`config.mk`:
```
export PLATFORM = sky130hd
export DESIGN_NAME = spi_link
export DESIGN_NICKNAME = d
export VERILOG_FILES = /design/src/rtl/spi_pkg.sv /design/src/rtl/spi_master.sv /design/src/rtl/spi_slave.sv /design/src/rtl/spi_sync_edge.sv /design/src/rtl/spi_link.sv
export SDC_FILE = /design/constraint.sdc
export NUM_CORES = 1
export LEC_CHECK = 0
export BUFFER_PORTS_ARGS = -buffer_cell sky130_fd_sc_hd__buf_2
export CORE_UTILIZATION = 30
export CTS_BUF_LIST = sky130_fd_sc_hd__clkbuf_8
export DETAILED_ROUTE_END_ITERATION = 16
export PLACE_DENSITY_LB_ADDON = 0.08
export SYNTH_ARGS = -nofsm -noshare
export SYNTH_HDL_FRONTEND = slang
export SYNTH_SLANG_ARGS = --single-unit
```
`constraint.sdc`:
```
create_clock -name clk -period 2.45 [get_ports clk]
set_input_delay 0 -clock clk [delete_from_list [all_inputs] [get_ports clk]]
set_output_delay 0 -clock clk [all_outputs]
set_load 0.01 [all_outputs]
```
`src/rtl/spi_pkg.sv`:
```
// spi_pkg: shared widths, register addresses and state types for the SPI link
package spi_pkg;
  localparam int SPI_DATA_W = 32;
  localparam int SPI_ADDR_W = 2;
  localparam int SPI_CNT_W  = $clog2(SPI_DATA_W) + 1;
  localparam logic [SPI_ADDR_W-1:0] SPI_TX         = 2'd0;
  localparam logic [SPI_ADDR_W-1:0] SPI_RX         = 2'd1;
  localparam logic [SPI_ADDR_W-1:0] SPI_READY      = 2'd2;
  localparam logic [SPI_ADDR_W-1:0] SPI_INTRRPT_EN = 2'd3;
  typedef enum logic [1:0] {M_IDLE, M_START, M_XFER} m_state_e;
  typedef enum logic {S_IDLE, S_XFER} s_state_e;
endpackage

```
`src/rtl/spi_master.sv`:
```
// spi_master: register-mapped SPI master; frames a 32-bit MSB-first transfer on the shared sclk
module spi_master
  import spi_pkg::*;
(
  input  logic                  clk,
  input  logic                  rst,
  input  logic                  sclk,
  input  logic [SPI_ADDR_W-1:0] address,
  input  logic [SPI_DATA_W-1:0] data_in,
  input  logic                  sel,
  input  logic                  we,
  input  logic                  miso,
  output logic [SPI_DATA_W-1:0] data_out,
  output logic                  interrupt,
  output logic                  ss,
  output logic                  mosi
);
  m_state_e state;
  logic [SPI_DATA_W-1:0] tx_shift, rx_shift, rx;
  logic [SPI_CNT_W-1:0] count;
  logic en, pending, sclk_rise, sclk_fall, wr, ready, done;
  spi_sync_edge u_sclk (.clk(clk), .rst(rst), .d(sclk), .rise(sclk_rise), .fall(sclk_fall));
  assign wr = sel & we;
  assign ready = state == M_IDLE;
  assign done = state == M_XFER && sclk_fall && count == SPI_CNT_W'(SPI_DATA_W);
  assign mosi = ~ss & tx_shift[SPI_DATA_W-1];
  assign interrupt = en & pending;
  assign data_out = address == SPI_RX         ? rx :
                    address == SPI_READY      ? {{(SPI_DATA_W-1){1'b0}}, ready} :
                    address == SPI_INTRRPT_EN ? {{(SPI_DATA_W-1){1'b0}}, en} : '0;
  always_ff @(posedge clk) begin
    if (rst) begin
      state    <= M_IDLE;
      tx_shift <= '0;
      rx_shift <= '0;
      rx       <= '0;
      count    <= '0;
      ss       <= 1'b1;
      en       <= 1'b0;
      pending  <= 1'b0;
    end else begin
      if (wr && address == SPI_INTRRPT_EN) en <= data_in[0];
      pending <= (wr && (address == SPI_INTRRPT_EN || address == SPI_TX)) ? 1'b0 : pending | done;
      case (state)
        M_IDLE: if (wr && address == SPI_TX) begin
          tx_shift <= data_in;
          state    <= M_START;
        end
        M_START: if (sclk_fall) begin
          ss    <= 1'b0;
          count <= '0;
          state <= M_XFER;
        end
        M_XFER: if (sclk_rise) begin
          rx_shift <= {rx_shift[SPI_DATA_W-2:0], miso};
          count    <= count + 1'b1;
        end else if (done) begin
          ss    <= 1'b1;
          rx    <= rx_shift;
          state <= M_IDLE;
        end else if (sclk_fall && count != '0) begin
          tx_shift <= tx_shift << 1;
        end
        default: state <= M_IDLE;
      endcase
    end
  end
endmodule

```
`src/rtl/spi_slave.sv`:
```
// spi_slave: register-mapped SPI slave; accepts a word only when ss frames exactly 32 bits
module spi_slave
  import spi_pkg::*;
(
  input  logic                  clk,
  input  logic                  rst,
  input  logic                  sclk,
  input  logic                  ss,
  input  logic                  mosi,
  input  logic [SPI_ADDR_W-1:0] address,
  input  logic [SPI_DATA_W-1:0] data_in,
  input  logic                  sel,
  input  logic                  we,
  output logic [SPI_DATA_W-1:0] data_out,
  output logic                  interrupt,
  output logic                  miso
);
  s_state_e state;
  logic [SPI_DATA_W-1:0] tx, tx_shift, rx_shift, rx;
  logic [SPI_CNT_W-1:0] count;
  logic ready, en, pending, sclk_rise, sclk_fall, ss_rise, ss_fall, wr, done;
  spi_sync_edge u_sclk (.clk(clk), .rst(rst), .d(sclk), .rise(sclk_rise), .fall(sclk_fall));
  spi_sync_edge u_ss (.clk(clk), .rst(rst), .d(ss), .rise(ss_rise), .fall(ss_fall));
  assign wr = sel & we;
  assign done = state == S_XFER && ss_rise && count == SPI_CNT_W'(SPI_DATA_W);
  assign miso = tx_shift[SPI_DATA_W-1];
  assign interrupt = en & pending;
  assign data_out = address == SPI_RX         ? rx :
                    address == SPI_READY      ? {{(SPI_DATA_W-1){1'b0}}, ready} :
                    address == SPI_INTRRPT_EN ? {{(SPI_DATA_W-1){1'b0}}, en} : '0;
  always_ff @(posedge clk) begin
    if (rst) begin
      state    <= S_IDLE;
      tx       <= '0;
      tx_shift <= '0;
      rx_shift <= '0;
      rx       <= '0;
      count    <= '0;
      ready    <= 1'b0;
      en       <= 1'b0;
      pending  <= 1'b0;
    end else begin
      if (wr && address == SPI_TX) tx <= data_in;
      if (wr && address == SPI_INTRRPT_EN) en <= data_in[0];
      pending <= (wr && (address == SPI_INTRRPT_EN || address == SPI_TX)) ? 1'b0 : pending | done;
      // TX register is only sampled while deselected, so writes mid-frame wait for the next one
      if (state == S_IDLE) begin
        tx_shift <= tx;
        if (ss_fall) begin
          count <= '0;
          ready <= 1'b0;
          state <= S_XFER;
        end
      end else if (ss_rise) begin
        state <= S_IDLE;
        if (done) begin
          rx    <= rx_shift;
          ready <= 1'b1;
        end
      end else if (sclk_rise) begin
        rx_shift <= {rx_shift[SPI_DATA_W-2:0], mosi};
        count    <= count + 1'b1;
      end else if (sclk_fall && count != '0) begin
        tx_shift <= tx_shift << 1;
      end
    end
  end
endmodule

```
`src/rtl/spi_sync_edge.sv`:
```
// spi_sync_edge: 2-FF synchronizer into clk with one-cycle rise/fall pulses (idle level high)
module spi_sync_edge (
  input  logic clk,
  input  logic rst,
  input  logic d,
  output logic rise,
  output logic fall
);
  logic [2:0] s;
  always_ff @(posedge clk) begin
    if (rst) s <= 3'b111;
    else     s <= {s[1:0], d};
  end
  assign rise = s[1] & ~s[2];
  assign fall = ~s[1] & s[2];
endmodule

```
`src/rtl/spi_link.sv`:
```
// spi_link: SPI master and slave wired back-to-back on a shared external sclk
module spi_link
  import spi_pkg::*;
(
  input  logic                  clk,
  input  logic                  rst,
  input  logic                  sclk,
  input  logic [SPI_ADDR_W-1:0] m_address,
  input  logic [SPI_ADDR_W-1:0] s_address,
  input  logic [SPI_DATA_W-1:0] m_data_in,
  input  logic [SPI_DATA_W-1:0] s_data_in,
  input  logic                  m_sel,
  input  logic                  s_sel,
  input  logic                  m_we,
  input  logic                  s_we,
  output logic [SPI_DATA_W-1:0] m_data_out,
  output logic [SPI_DATA_W-1:0] s_data_out,
  output logic                  m_interrupt,
  output logic                  s_interrupt,
  output logic                  ss,
  output logic                  mosi,
  output logic                  miso
);
  spi_master u_master (
    .clk(clk), .rst(rst), .sclk(sclk), .address(m_address), .data_in(m_data_in),
    .sel(m_sel), .we(m_we), .miso(miso), .data_out(m_data_out),
    .interrupt(m_interrupt), .ss(ss), .mosi(mosi)
  );
  spi_slave u_slave (
    .clk(clk), .rst(rst), .sclk(sclk), .ss(ss), .mosi(mosi), .address(s_address),
    .data_in(s_data_in), .sel(s_sel), .we(s_we), .data_out(s_data_out),
    .interrupt(s_interrupt), .miso(miso)
  );
endmodule

```
==> summary.md <==
| Metric | Value |
|---|---|
| Outcome | complete, no violations |
| Gr usage total | 14.3% |
| Core area | approximately 0.034 sq mm |
| Slew of the pin with the lowest slew margin | about 700 ps |
| Crit path largest cell delay | about 580 ps |
| Syn nets | roughly 1300 |
| Critical-path top delay cell | dlygate4sd3_1 |
| Synthesized instance count | roughly 1200 |
| VDD IR max | around 0.4 mV |
| Layout cell share with drive strength beyond 1 | between 15 and 20% |
| IO Pins | about 140 |
| Initial Util | between 30 and 40% |
| Unique masters post-synth | 45 |
| RSZ-0062 raised after global routing | yes |
| Via Count | slightly below 9000 |
| GR Overflow Total | 0 |
| Final Max Slew Viols | 0 |
| Wire length per cell | ~13 microns |
| Post-synthesis sequential area ratio | between 40% and 50% |
| Die area | between 0.03 and 0.04 sq mm |
| Post-Synthesis Cell Area | between 0.01 and 0.015 sq mm |
| P_leak | about 0.005 uW |
| GP Congestion | about 0.74 |
| CP dominant cell by count | inv_1 |
| Endpoints failing setup | 0 |
| CTS tree | yes |
| Ys Warns | 0 |
| Worst skew pair latency | 530 ps |
| Crit path DAT | roughly 2800 ps |
| Final worst-path cycle share | around 96% |
| Via density | about 4.6 |
| CTS clk-pin slew, worst paths | 60 ps |
| Pwr/cell area | ~750 mW/mm^2 |
| Largest net degree at the start of global routing | 95 |
| Port bufs | between 100 and 150 |
| Critical path class | reg -> reg |
| WP data required | between 2000 and 3000 ps |
| Worst rel slew slack | a little over half |
| First-pass GRT wire length | 42.5 mm |
| Die Span Y | 187 microns |
| Yosys reg bits | 251 |
| CP Launch Type | flop |
| CP max FO | 21 |
| Site Rows | 67 |
| Final Hold Viols | 0 |
| Syn avg cell area | 8.34 sq um |
| CTS H-Tree Depth | 2 |
| Clock Skew | roughly 13 ps |
| Crit path cell chain | inv_1 > ha_2 > inv_1 > o31ai_4 > buf_4 > and2_4 > buf_8 > a211oi_1 > dlygate4sd3_1 |
| Post-route cell area | around 0.014 sq mm |
| Post-layout util | between 40% and 50% |
| WP buf/inv | 5 |
| CTS Buf Count | 47 |
| Fin crit period | 2350 ps |
| Largest delay share family, worst path | buffers and inverters |
| Initial antenna violation count | 0 |
| Final HPWL DP | approximately 15 mm |
| Clock Sink Count | 251 |
| Die W | about 190 microns |
| Worst-case clock buffer depth | 3 |
| Area Overhead vs Synth | 31.2% |
| 1st-pass router iterations | 4 |
| Max-cap violations | 0 |
| Root Buffer | clkbuf_8 |
| Post-DP Area | 0.0114 sq mm |
| Final wirelength | roughly 25 mm |
| Fmax | 0.426 GHz |
| Detail Route Antenna Nets | 0 |
| Initial drt markers | between 400 and 500 |
| # DRC | 0 |
| Number of global-route vias before repair | 8677 |
| Antenna Cells | 0 |
| CP endpoint kind | flop |
| HP Class | in -> reg |
| Nets@finish | roughly 1600 |
[worst min-delay path: cells and delay by family]
| kind | cells | cell delay [ps] |
|---|---|---|
| AND/OR/NAND/NOR | 1 | 90 |
| buffers and inverters | 2 | 620 |
[path summary, 6_finish.rpt]
check / start / endpoint / slack, ps / cells after the start
setup / recovery: u_master.state[0] / u_master.tx_shift[20] / 100 / 9
hold / removal: sclk / u_master.u_sclk.s[0] / 210 / 3
setup reg to reg: u_master.state[0] / u_master.tx_shift[20] / 100 / 9
hold reg to reg: u_master.u_sclk.s[0] / u_master.u_sclk.s[1] / 410 / 1
[Yosys cell counts (all sizes together)]
cell	count	share of area, %
a211oi	63	5.0
a21o	1	0.073
a21oi	204	9.9
a22oi	2	0.15
a31oi	1	0.061
and2	66	4.0
and3	3	0.18
and4	2	0.17
buf	30	1.7
clkbuf	65	2.4
dfxtp	251	49
ha	15	1.8
inv	15	0.55
mux2i	69	6.7
nand2	338	12
nand2b	5	0.33
nand3	11	0.53
nand3b	4	0.29
nand4	5	0.30
nand4bb	1	0.11
nor2	42	1.5
nor2b	6	0.36
nor3	1	0.049
nor3b	1	0.073
nor4	1	0.061
nor4b	2	0.46
o2111ai	2	0.17
o211ai	1	0.073
o21a	2	0.15
o21ai	9	0.44
o221a	3	0.33
o22ai	1	0.061
o31ai	3	0.27
or2	6	0.36
or3	2	0.12
or4	1	0.073
xor2	1	0.085
[metrics by stage]
| step | TNS [ps] | setup WS, ps | cells | power, uW | hold WS [ps] |
|---|---|---|---|---|---|
| 6_report | 0 | 102 | 1946 | 10200 | 205 |
| 5_1_grt | -8.82 | -3.49 | 1946 | 10800 | 187 |
| 4_1_cts | 0 | 70.0 | 1945 | 10200 | 162 |
| 3_5_place_dp | 0 | 523 | 1757 | 5770 | 203 |
| 3_3_place_gp | 0 | 569 | 1757 | 5760 | 211 |
| 2_1_floorplan | 0 | 750 | 1235 | 5410 | 104 |
[layout by cell type (no fill, tap or decap), types with 11 or more instances in the layout]
cell	count
nand2_1	338
dfxtp_1	249
a21oi_1	204
buf_2	142
dlygate4sd3_1	106
mux2i_1	69
and2_1	65
clkbuf_8	62
a211oi_1	49
nor2_1	42
inv_1	28
buf_4	20
ha_1	14
a211oi_2	13
nand3_1	11
[sequential cells by signal, indices dropped and copies added (netlist names), 3 cells and up]
signal and cells:
u_slave.rx 32, u_master.rx_shift 32, u_master.tx_shift 32, u_master.rx 32
u_slave.count 6, u_slave.u_ss.s 3, u_slave.rx_shift 32, u_master.count 6
u_master.u_sclk.s 3, u_slave.tx 32, u_slave.tx_shift 32
[area by class of cell]
| type | instances | area (sq um) |
|---|---|---|
| clock inverter | 20 | 106 |
| inverter | 15 | 56.3 |
| clock buffer | 61 | 840 |
| sequential | 251 | 5030 |
| timing repair buffer | 277 | 2070 |
| fill | 3518 | 20100 |
| multi-input combinational | 874 | 4850 |
| tap | 448 | 561 |
[cells by family (layout without fill, tap and decap cells)]
family / after synthesis / in the layout / share of synthesized area [%]
compound gates: 292 / 292 / 16.6
simple gates: 497 / 497 / 21.4
fa+ha+maj: 15 / 15 / 1.82
xor+xnor: 1 / 1 / 0.0851
buf+inv: 110 / 373 / 4.58
mux: 69 / 69 / 6.71
flops: 251 / 251 / 48.8
[where the power goes]
part / internal (uW) / leakage, uW / switching (uW)
clock network: 2310 / 0.000548 / 1710
registers: 4340 / 0.00203 / 142
logic: 844 / 0.00245 / 828
total: 7500 / 0.00503 / 2680
[per-layer routing]
metal / vias up / share of wire, % / global-route usage, %
li1: 4623 / - / -
met1: 4066 / 49 / 19.0
met2: 150 / 45 / 23.3
met3: 40 / 3.9 / 2.81
met4: 0 / 1.7 / 4.00
met5: - / 0 / 0
[repair_timing]
action | in CTS | in global routing
hold endpoints to repair | 86 | 0
resized for setup | 0 | 20
endpoints found under the setup margin | 0 | 25
hold buffers | 107 | 0
buffers inserted | 0 | 1
No activity file was read; power rests on OpenSTA's default activity.
